**src/rtl/cpu_ctrl_pkg.sv**
```systemverilog
// Shared control-sequencer definitions: opcodes, IR field positions, state encoding.
// Optional watchdog is enabled by defining LDST_WAIT_WATCHDOG_EN.
package cpu_ctrl_pkg;

   localparam int OPC_MSB = 31;
   localparam int OPC_LSB = 27;

   localparam logic [4:0] OP_LD  = 5'b00000;
   localparam logic [4:0] OP_LDI = 5'b00001;
   localparam logic [4:0] OP_ST  = 5'b00010;
   localparam logic [4:0] OP_ADD = 5'b00011;

   typedef enum logic [3:0] {
      ST_IDLE, ST_T0, ST_T1, ST_T2, ST_T3, ST_T4, ST_T5, ST_T6, ST_T7, ST_HALT
   } state_e;

   typedef enum logic [1:0] {
      OPC_LD, OPC_LDI, OPC_ST, OPC_NONE
   } op_class_e;

   function automatic op_class_e classify(input logic [4:0] opc);
      case (opc)
         OP_LD:   return OPC_LD;
         OP_LDI:  return OPC_LDI;
         OP_ST:   return OPC_ST;
         default: return OPC_NONE;
      endcase
   endfunction

endpackage

```
**src/rtl/ldst_wait_timer.sv**
```systemverilog
// RAM-wait watchdog counter; only built when LDST_WAIT_WATCHDOG_EN is defined.
`ifdef LDST_WAIT_WATCHDOG_EN
module ldst_wait_timer (
   input  logic clock,
   input  logic clear,
   input  logic start,
   input  logic waiting,
   output logic expired
);

   logic [7:0] count;

   always_ff @(posedge clock or negedge clear) begin
      if (!clear)
         count <= '0;
      else if (start)
         count <= '0;
      else if (waiting && count != 8'hFF)
         count <= count + 8'd1;
   end

   assign expired = (count == 8'hFF);

endmodule
`endif

```
**src/rtl/ldst_control_sequencer.sv**
```systemverilog
// Fetch / ld / ldi / st control-step sequencer driving DataPath strobes.
// Define LDST_WAIT_WATCHDOG_EN to add the RAM-wait watchdog and fault output.
module ldst_control_sequencer
   import cpu_ctrl_pkg::*;
#(
   parameter int         OPW    = 5,
   parameter logic [4:0] ADD_OP = OP_ADD
) (
   input  logic        clock,
   input  logic        clear,
   input  logic        run,
   input  logic [31:0] ir,
   input  logic        mem_ready,
   output logic        PCout,
   output logic        Zlowout,
   output logic        MDRout,
   output logic        BAout,
   output logic        Cout,
   output logic        MARin,
   output logic        PCin,
   output logic        MDRin,
   output logic        IRin,
   output logic        Yin,
   output logic        ZLowIn,
   output logic        IncPC,
   output logic        Read,
   output logic        Write,
   output logic        Gra,
   output logic        Grb,
   output logic        Rin,
   output logic        Rout,
   output logic [4:0]  alu_op,
   output logic        busy,
   output logic        done,
   output logic        illegal,
   output logic        fault
);

   state_e    state, state_nxt;
   op_class_e op_q, op_nxt, op_dec;
   logic      first_q;
   logic      illegal_q;
   logic      nxt_wait;
   logic      entry;
   logic      tmo;
   logic [OPW-1:0] opcode;
   logic      unused_ir;

   assign opcode    = ir[OPC_MSB -: OPW];
   assign op_dec    = classify(opcode);
   assign unused_ir = ^ir[OPC_LSB-1:0];

   // A wait state is one that holds until mem_ready; entry marks its first cycle.
   assign nxt_wait = (state_nxt == ST_T1) ||
                     (state_nxt == ST_T6 && op_nxt == OPC_LD) ||
                     (state_nxt == ST_T7 && op_nxt == OPC_ST);
   assign entry    = nxt_wait && (state_nxt != state);

`ifdef LDST_WAIT_WATCHDOG_EN
   logic in_wait;
   logic expired;
   logic fault_q;

   assign in_wait = (state == ST_T1) ||
                    (state == ST_T6 && op_q == OPC_LD) ||
                    (state == ST_T7 && op_q == OPC_ST);

   ldst_wait_timer u_wait_timer (
      .clock   (clock),
      .clear   (clear),
      .start   (entry),
      .waiting (in_wait && !mem_ready),
      .expired (expired)
   );

   assign tmo = in_wait && !mem_ready && expired;

   always_ff @(posedge clock or negedge clear) begin
      if (!clear)
         fault_q <= 1'b0;
      else if (tmo)
         fault_q <= 1'b1;
   end

   assign fault = fault_q;
`else
   assign tmo   = 1'b0;
   assign fault = 1'b0;
`endif

   always_ff @(posedge clock or negedge clear) begin
      if (!clear) begin
         state     <= ST_IDLE;
         op_q      <= OPC_LD;
         first_q   <= 1'b0;
         illegal_q <= 1'b0;
      end else begin
         state   <= state_nxt;
         op_q    <= op_nxt;
         first_q <= entry;
         if (state == ST_T3 && op_dec == OPC_NONE)
            illegal_q <= 1'b1;
      end
   end

   assign illegal = illegal_q;

   always_comb begin
      state_nxt = state;
      op_nxt    = op_q;
      case (state)
         ST_IDLE: if (run) state_nxt = ST_T0;
         ST_T0:   state_nxt = ST_T1;
         ST_T1:   if (tmo) state_nxt = ST_HALT;
                  else if (mem_ready) state_nxt = ST_T2;
         ST_T2:   state_nxt = ST_T3;
         ST_T3: begin
            op_nxt    = op_dec;
            state_nxt = (op_dec == OPC_NONE) ? ST_HALT : ST_T4;
         end
         ST_T4:   state_nxt = ST_T5;
         ST_T5:   if (op_q == OPC_LDI) state_nxt = run ? ST_T0 : ST_IDLE;
                  else state_nxt = ST_T6;
         ST_T6:   if (op_q == OPC_ST) state_nxt = ST_T7;
                  else if (tmo) state_nxt = ST_HALT;
                  else if (mem_ready) state_nxt = ST_T7;
         ST_T7:   if (tmo) state_nxt = ST_HALT;
                  else if (op_q == OPC_LD || mem_ready) state_nxt = run ? ST_T0 : ST_IDLE;
         ST_HALT: state_nxt = ST_HALT;
         default: state_nxt = ST_IDLE;
      endcase
   end

   // Strobes follow the registered state; MDRin and the st completion track mem_ready.
   always_comb begin
      PCout = 1'b0; Zlowout = 1'b0; MDRout = 1'b0; BAout = 1'b0; Cout = 1'b0;
      MARin = 1'b0; PCin = 1'b0; MDRin = 1'b0; IRin = 1'b0; Yin = 1'b0;
      ZLowIn = 1'b0; IncPC = 1'b0; Read = 1'b0; Write = 1'b0;
      Gra = 1'b0; Grb = 1'b0; Rin = 1'b0; Rout = 1'b0;
      alu_op = 5'b00000;
      done   = 1'b0;
      busy   = (state != ST_IDLE) && (state != ST_HALT);
      case (state)
         ST_T0: begin
            PCout = 1'b1; MARin = 1'b1; IncPC = 1'b1; ZLowIn = 1'b1;
         end
         ST_T1: begin
            Zlowout = 1'b1; PCin = first_q; Read = !tmo; MDRin = mem_ready;
         end
         ST_T2: begin
            MDRout = 1'b1; IRin = 1'b1;
         end
         ST_T3: if (op_dec != OPC_NONE) begin
            Grb = 1'b1; BAout = 1'b1; Yin = 1'b1;
         end
         ST_T4: begin
            Cout = 1'b1; alu_op = ADD_OP; ZLowIn = 1'b1;
         end
         ST_T5: begin
            Zlowout = 1'b1;
            if (op_q == OPC_LDI) begin
               Gra = 1'b1; Rin = 1'b1; done = 1'b1;
            end else
               MARin = 1'b1;
         end
         ST_T6: if (op_q == OPC_ST) begin
            Gra = 1'b1; Rout = 1'b1; MDRin = 1'b1;
         end else begin
            Read = !tmo; MDRin = mem_ready;
         end
         ST_T7: if (op_q == OPC_ST) begin
            Write = !tmo; done = mem_ready;
         end else begin
            MDRout = 1'b1; Gra = 1'b1; Rin = 1'b1; done = 1'b1;
         end
         default: ;
      endcase
   end

endmodule

```
**config.mk**
```make
export PLATFORM = sky130hd
export DESIGN_NAME = ldst_control_sequencer
export DESIGN_NICKNAME = d
export VERILOG_FILES = /design/src/rtl/cpu_ctrl_pkg.sv /design/src/rtl/ldst_wait_timer.sv /design/src/rtl/ldst_control_sequencer.sv
export SDC_FILE = /design/constraint.sdc
export NUM_CORES = 1
export LEC_CHECK = 0
export CELL_PAD_IN_SITES_DETAIL_PLACEMENT = 0
export CELL_PAD_IN_SITES_GLOBAL_PLACEMENT = 2
export CORE_ASPECT_RATIO = 0.6
export CORE_MARGIN = 5
export CORE_UTILIZATION = 18
export CTS_CLUSTER_SIZE = 28
export DETAILED_ROUTE_END_ITERATION = 16
export PLACE_DENSITY = 0.91
export SYNTH_ARGS = -nofsm -noshare
export SYNTH_HDL_FRONTEND = slang
export SYNTH_SLANG_ARGS = --single-unit
```
**constraint.sdc**
```tcl
create_clock -name clock -period 2.8 [get_ports clock]
set_input_delay 0.84 -clock clock [delete_from_list [all_inputs] [get_ports clock]]
set_output_delay 0.84 -clock clock [all_outputs]
set_load 0.02 [all_outputs]
```
==> results of run 1 <==
per-layer routing:
layer	up-vias	global-route usage	part of all wire
li1	494	-	-
met1	468	0.128	0.46
met2	32	0.139	0.45
met3	2	0.0359	0.087
met4	0	0.0204	0.0058
met5	-	0	0
cell families after synthesis:
| logic type | count (synthesis) |
|---|---|
| AND/OR/NAND/NOR | 59 |
| flip-flops | 8 |
| AO/OA/AOI/OAI | 27 |
| XOR/XNOR | 1 |
| other | 1 |
| buffers and inverters | 23 |
| multiplexers | 1 |
power by group through the flow:
stage	Clock [mW]	Sequential [mW]	Combinational, mW
2_1_floorplan	0	0.213	0.654
3_3_place_gp	0	0.210	1.06
3_5_place_dp	0	0.213	1.07
4_1_cts	0.140	0.214	1.06
5_1_grt	0.150	0.222	1.15
6_report	0.137	0.213	1.06
path summary, 6_finish.rpt:
check / depth (start not counted) / slack [ns] / from / to
hold / removal: 1 / 0.46 / illegal / illegal
setup reg to reg: 7 / 0.85 / state[3] / first_q
min in group asynchronous: 1 / 0.89 / clear / illegal
max in group asynchronous: 1 / 1.63 / clear / state[0]
hold reg to reg: 1 / 0.46 / illegal / illegal
setup / recovery: 4 / 0.09 / ir[29] / Grb
per-stage QoR:
stage	area (sq um)	power (mW)	hold slack, ns	cells
floorplan	885	0.867	0.544	123
global placement	1290	1.28	0.451	217
detailed placement	1290	1.28	0.452	217
CTS	1350	1.41	0.471	221
global route	1380	1.53	0.483	222
finish	1380	1.41	0.464	222
timing repair:
action                                  CTS  global route
buffers inserted                          1             1
endpoints found under the setup margin   10            15
resized for setup                        31            14
pin swaps                                 2             2
sequential cells by signal (all words and copies together), names as in the netlist:
register  flops
state         4
first_q       1
illegal       1
op_q          2
cells in the final DEF (no fill, tap or decap), types with 5 or more instances in the layout:
master	synthesis	routed
sky130_fd_sc_hd__nand2_1	13	13
sky130_fd_sc_hd__dlygate4sd2_1	0	6
sky130_fd_sc_hd__a21oi_1	6	5
sky130_fd_sc_hd__clkdlybuf4s50_1	0	10
sky130_fd_sc_hd__buf_4	9	24
sky130_fd_sc_hd__nor3_1	7	7
sky130_fd_sc_hd__dlymetal6s2s_1	0	10
sky130_fd_sc_hd__nor2_1	10	10
sky130_fd_sc_hd__nand2b_1	7	6
sky130_fd_sc_hd__dfrtp_1	8	7
worst reg2reg max path: cells and delay by family (launching register included):
family          cells  cell delay [ns]
compound gates      2             0.37
mux                 1             0.32
buf+inv             2             0.41
simple gates        2             0.38
flops               1             0.40
final cells by class:
type / instances / area share
multi-input cells: 92 / 0.418
well taps: 63 / 0.0571
clock buffers: 3 / 0.0299
repair buffers: 51 / 0.335
inverters: 5 / 0.0136
flip-flops and latches: 8 / 0.146
==> flow_results.xml, run 1 <==
<?xml version="1.0" encoding="UTF-8"?>
<metrics>
  <group name="status">
    <metric name="outcome" unit="">finished clean</metric>
  </group>
  <group name="cells_and_area">
    <metric name="utilization" unit="">0.298</metric>
    <metric name="register_area" unit="sq um">201</metric>
    <metric name="antennaDiodeCount" unit="">0</metric>
    <metric name="area.growth.synth_to_final" unit="%">58.2</metric>
    <metric name="filler_cell_count" unit="">506</metric>
    <metric name="design.final.nets" unit="">197</metric>
    <metric name="multi_input_area" unit="sq um">578</metric>
    <metric name="fraction_of_layout_instances_using_a_drive_strength_above_1" unit="">0.239</metric>
  </group>
  <group name="yosys">
    <metric name="yosys_warning_count" unit="">0</metric>
    <metric name="synth_xor_xnor_area_share" unit="">0.0100</metric>
    <metric name="dominantRegCellSynth" unit="">sky130_fd_sc_hd__dfrtp_1</metric>
    <metric name="synth.ff_latch_count" unit="">8</metric>
    <metric name="post_synth_mux_area_share" unit="">0.0172</metric>
    <metric name="yosys.area_share.simple" unit="">0.380</metric>
    <metric name="synth_cell_types" unit="">41</metric>
    <metric name="synthAdderAreaFrac" unit="">0</metric>
    <metric name="synth_top_area_frac" unit="">0.229</metric>
    <metric name="synthTopCellsByArea" unit="">sky130_fd_sc_hd__dfrtp_1 (23%), sky130_fd_sc_hd__buf_4 (7.7%), sky130_fd_sc_hd__nand2_1 (5.6%), sky130_fd_sc_hd__nand2b_1 (5.0%), sky130_fd_sc_hd__nor2_1 (4.3%)</metric>
    <metric name="netlist_top_cells_count" unit="">sky130_fd_sc_hd__nand2_1 (13), sky130_fd_sc_hd__nor2_1 (10), sky130_fd_sc_hd__buf_4 (9), sky130_fd_sc_hd__dfrtp_1 (8)</metric>
    <metric name="synth-edff-count" unit="">0</metric>
    <metric name="ys_seq_area_frac" unit="">0.229</metric>
    <metric name="post_synth_instance_area" unit="sq um">873</metric>
    <metric name="synth_compound_area_frac" unit="">0.208</metric>
    <metric name="gate_count_post_synth" unit="">120</metric>
    <metric name="synth_top_family_by_area" unit="">simple AND/OR/NAND/NOR gates</metric>
    <metric name="syn_area_per_cell" unit="sq um">7.28</metric>
    <metric name="synth_top_cell_by_area" unit="">sky130_fd_sc_hd__dfrtp_1</metric>
    <metric name="synth_most_common_cell" unit="">sky130_fd_sc_hd__nand2_1</metric>
    <metric name="synth-async-reset-ratio" unit="">1.00</metric>
  </group>
  <group name="worst_setup_path">
    <metric name="crit_path_cell_trace" unit="">clkdlybuf4s50_1, a2111oi_4, and2_4, buf_4</metric>
    <metric name="cpMaxStageDelayCell" unit="">sky130_fd_sc_hd__clkdlybuf4s50_1</metric>
    <metric name="timing.critical_path.max_delay_family" unit="">buffers and inverters</metric>
    <metric name="setup.worst_path.class" unit="">in -&gt; out</metric>
    <metric name="critical_path.max_fanout" unit="">3</metric>
    <metric name="worstPathRequired" unit="ns">1.96</metric>
    <metric name="end_kind" unit="">output pin</metric>
    <metric name="crit_path_start_kind" unit="">primary input</metric>
    <metric name="arrival_time_worst_endpoint" unit="ns">1.87</metric>
    <metric name="critical_path_buf_inv_count" unit="">2</metric>
    <metric name="cp_slowest_stage_delay" unit="ns">0.46</metric>
  </group>
  <group name="floorplan">
    <metric name="core.rowCount" unit="">19</metric>
    <metric name="fp.dieW" unit="um">99.9</metric>
    <metric name="start_util" unit="">0.188</metric>
    <metric name="die_height" unit="um">64.0</metric>
    <metric name="floorplan.die_area" unit="sq mm">0.00639</metric>
    <metric name="boundaryPins" unit="">63</metric>
    <metric name="placeableCoreArea" unit="sq mm">0.00464</metric>
  </group>
  <group name="timing">
    <metric name="rsz0062_at_grt" unit="">no</metric>
    <metric name="fin_skew" unit="ns">0.00385</metric>
    <metric name="hold_viol_final" unit="">0</metric>
    <metric name="timing_max_transition_violations_final" unit="">0</metric>
    <metric name="finalWorstPathRequiredPeriod" unit="ns">2.71</metric>
    <metric name="final.setup.worst_slack" unit="ns">0.0942</metric>
    <metric name="totalNegativeSetupSlack" unit="ns">0</metric>
    <metric name="maxClockFrequency" unit="MHz">370</metric>
    <metric name="finalSetupViolations" unit="">0</metric>
    <metric name="final_min_period_over_clock_period" unit="">0.966</metric>
  </group>
  <group name="clocking">
    <metric name="cts_sinks" unit="">8</metric>
    <metric name="clk_pin_slew" unit="ns">0.04</metric>
    <metric name="cts_max_path_buffers" unit="">2</metric>
    <metric name="clock_latency_on_the_worst_skew_pair" unit="ns">0.23</metric>
    <metric name="cts_inserted_buffers" unit="">3</metric>
    <metric name="clock-root-buffer" unit="">sky130_fd_sc_hd__clkbuf_8</metric>
    <metric name="htreeDepth" unit="">1</metric>
    <metric name="tritoncts_clock_tree" unit="">built</metric>
    <metric name="postCtsHoldBufs" unit="">0</metric>
  </group>
  <group name="global_routing">
    <metric name="number_of_global_route_vias_before_repair" unit="">941</metric>
    <metric name="grt_overflow_total" unit="">0</metric>
    <metric name="grtUsageTotal" unit="">0.0936</metric>
    <metric name="antenna_found_initial" unit="">0</metric>
    <metric name="grt_first_pass_wirelength" unit="um">4800</metric>
    <metric name="grt_start_max_net_pins" unit="">21</metric>
  </group>
  <group name="drt">
    <metric name="drc" unit="">0</metric>
    <metric name="drtIter0Drc" unit="">82</metric>
    <metric name="antenna_left" unit="">0</metric>
    <metric name="vias_per_cell" unit="">4.49</metric>
    <metric name="totalWireLength" unit="um">2940</metric>
    <metric name="routed-via-count" unit="">996</metric>
    <metric name="routedWlPerCell" unit="um">13.2</metric>
    <metric name="detailed_router_iteration_count_before_antenna_repair" unit="">4</metric>
  </group>
  <group name="placement">
    <metric name="finalWeightedCongestion" unit="">0.832</metric>
    <metric name="placement.io_buffers" unit="">31</metric>
    <metric name="post-place-ws" unit="ns">-0.638</metric>
    <metric name="dpl_hpwl" unit="um">2240</metric>
  </group>
  <group name="power">
    <metric name="ir_worst_vdd" unit="V">0.000205</metric>
    <metric name="power_density" unit="mW/mm^2">1020</metric>
    <metric name="cell_internal_pwr" unit="mW">0.718</metric>
    <metric name="p_leak" unit="nW">0.718</metric>
    <metric name="sequential_power_share" unit="">0.151</metric>
    <metric name="power.clock.fraction" unit="">0.097</metric>
    <metric name="comb_power_share" unit="">0.751</metric>
    <metric name="p_sw_frac" unit="">0.490</metric>
    <metric name="netSwitchingPower" unit="mW">0.691</metric>
  </group>
  <group name="flow_run">
    <metric name="max_cap_violations" unit="">0</metric>
  </group>
  <group name="hold_path">
    <metric name="hold_path_class" unit="">reg -&gt; reg</metric>
  </group>
</metrics>
(Power assumes the default switching activity.)
==> run 2, diff against run 1 <==
--- a/config.mk
+++ b/config.mk
@@ -12,7 +12,9 @@
 export CORE_UTILIZATION = 18
 export CTS_CLUSTER_SIZE = 28
 export DETAILED_ROUTE_END_ITERATION = 16
+export GPL_ROUTABILITY_DRIVEN = 1
 export PLACE_DENSITY = 0.91
 export SYNTH_ARGS = -nofsm -noshare
 export SYNTH_HDL_FRONTEND = slang
+export SYNTH_HIERARCHICAL = 1
 export SYNTH_SLANG_ARGS = --single-unit
==> results of run 2 <==
The final DEF is identical to that of run 1; final timing and power are the same.
Among the figures that moved: Yosys warning count 0 -> 6
==> run 3, diff against run 2 <==
--- a/config.mk
+++ b/config.mk
@@ -5,6 +5,7 @@
 export SDC_FILE = /design/constraint.sdc
 export NUM_CORES = 1
 export LEC_CHECK = 0
+export CAP_MARGIN = 20
 export CELL_PAD_IN_SITES_DETAIL_PLACEMENT = 0
 export CELL_PAD_IN_SITES_GLOBAL_PLACEMENT = 2
 export CORE_ASPECT_RATIO = 0.6
==> results of run 3 <==
The final DEF is identical to that of run 1; final timing and power are the same.
Among the figures that moved: Yosys warning count 0 -> 6
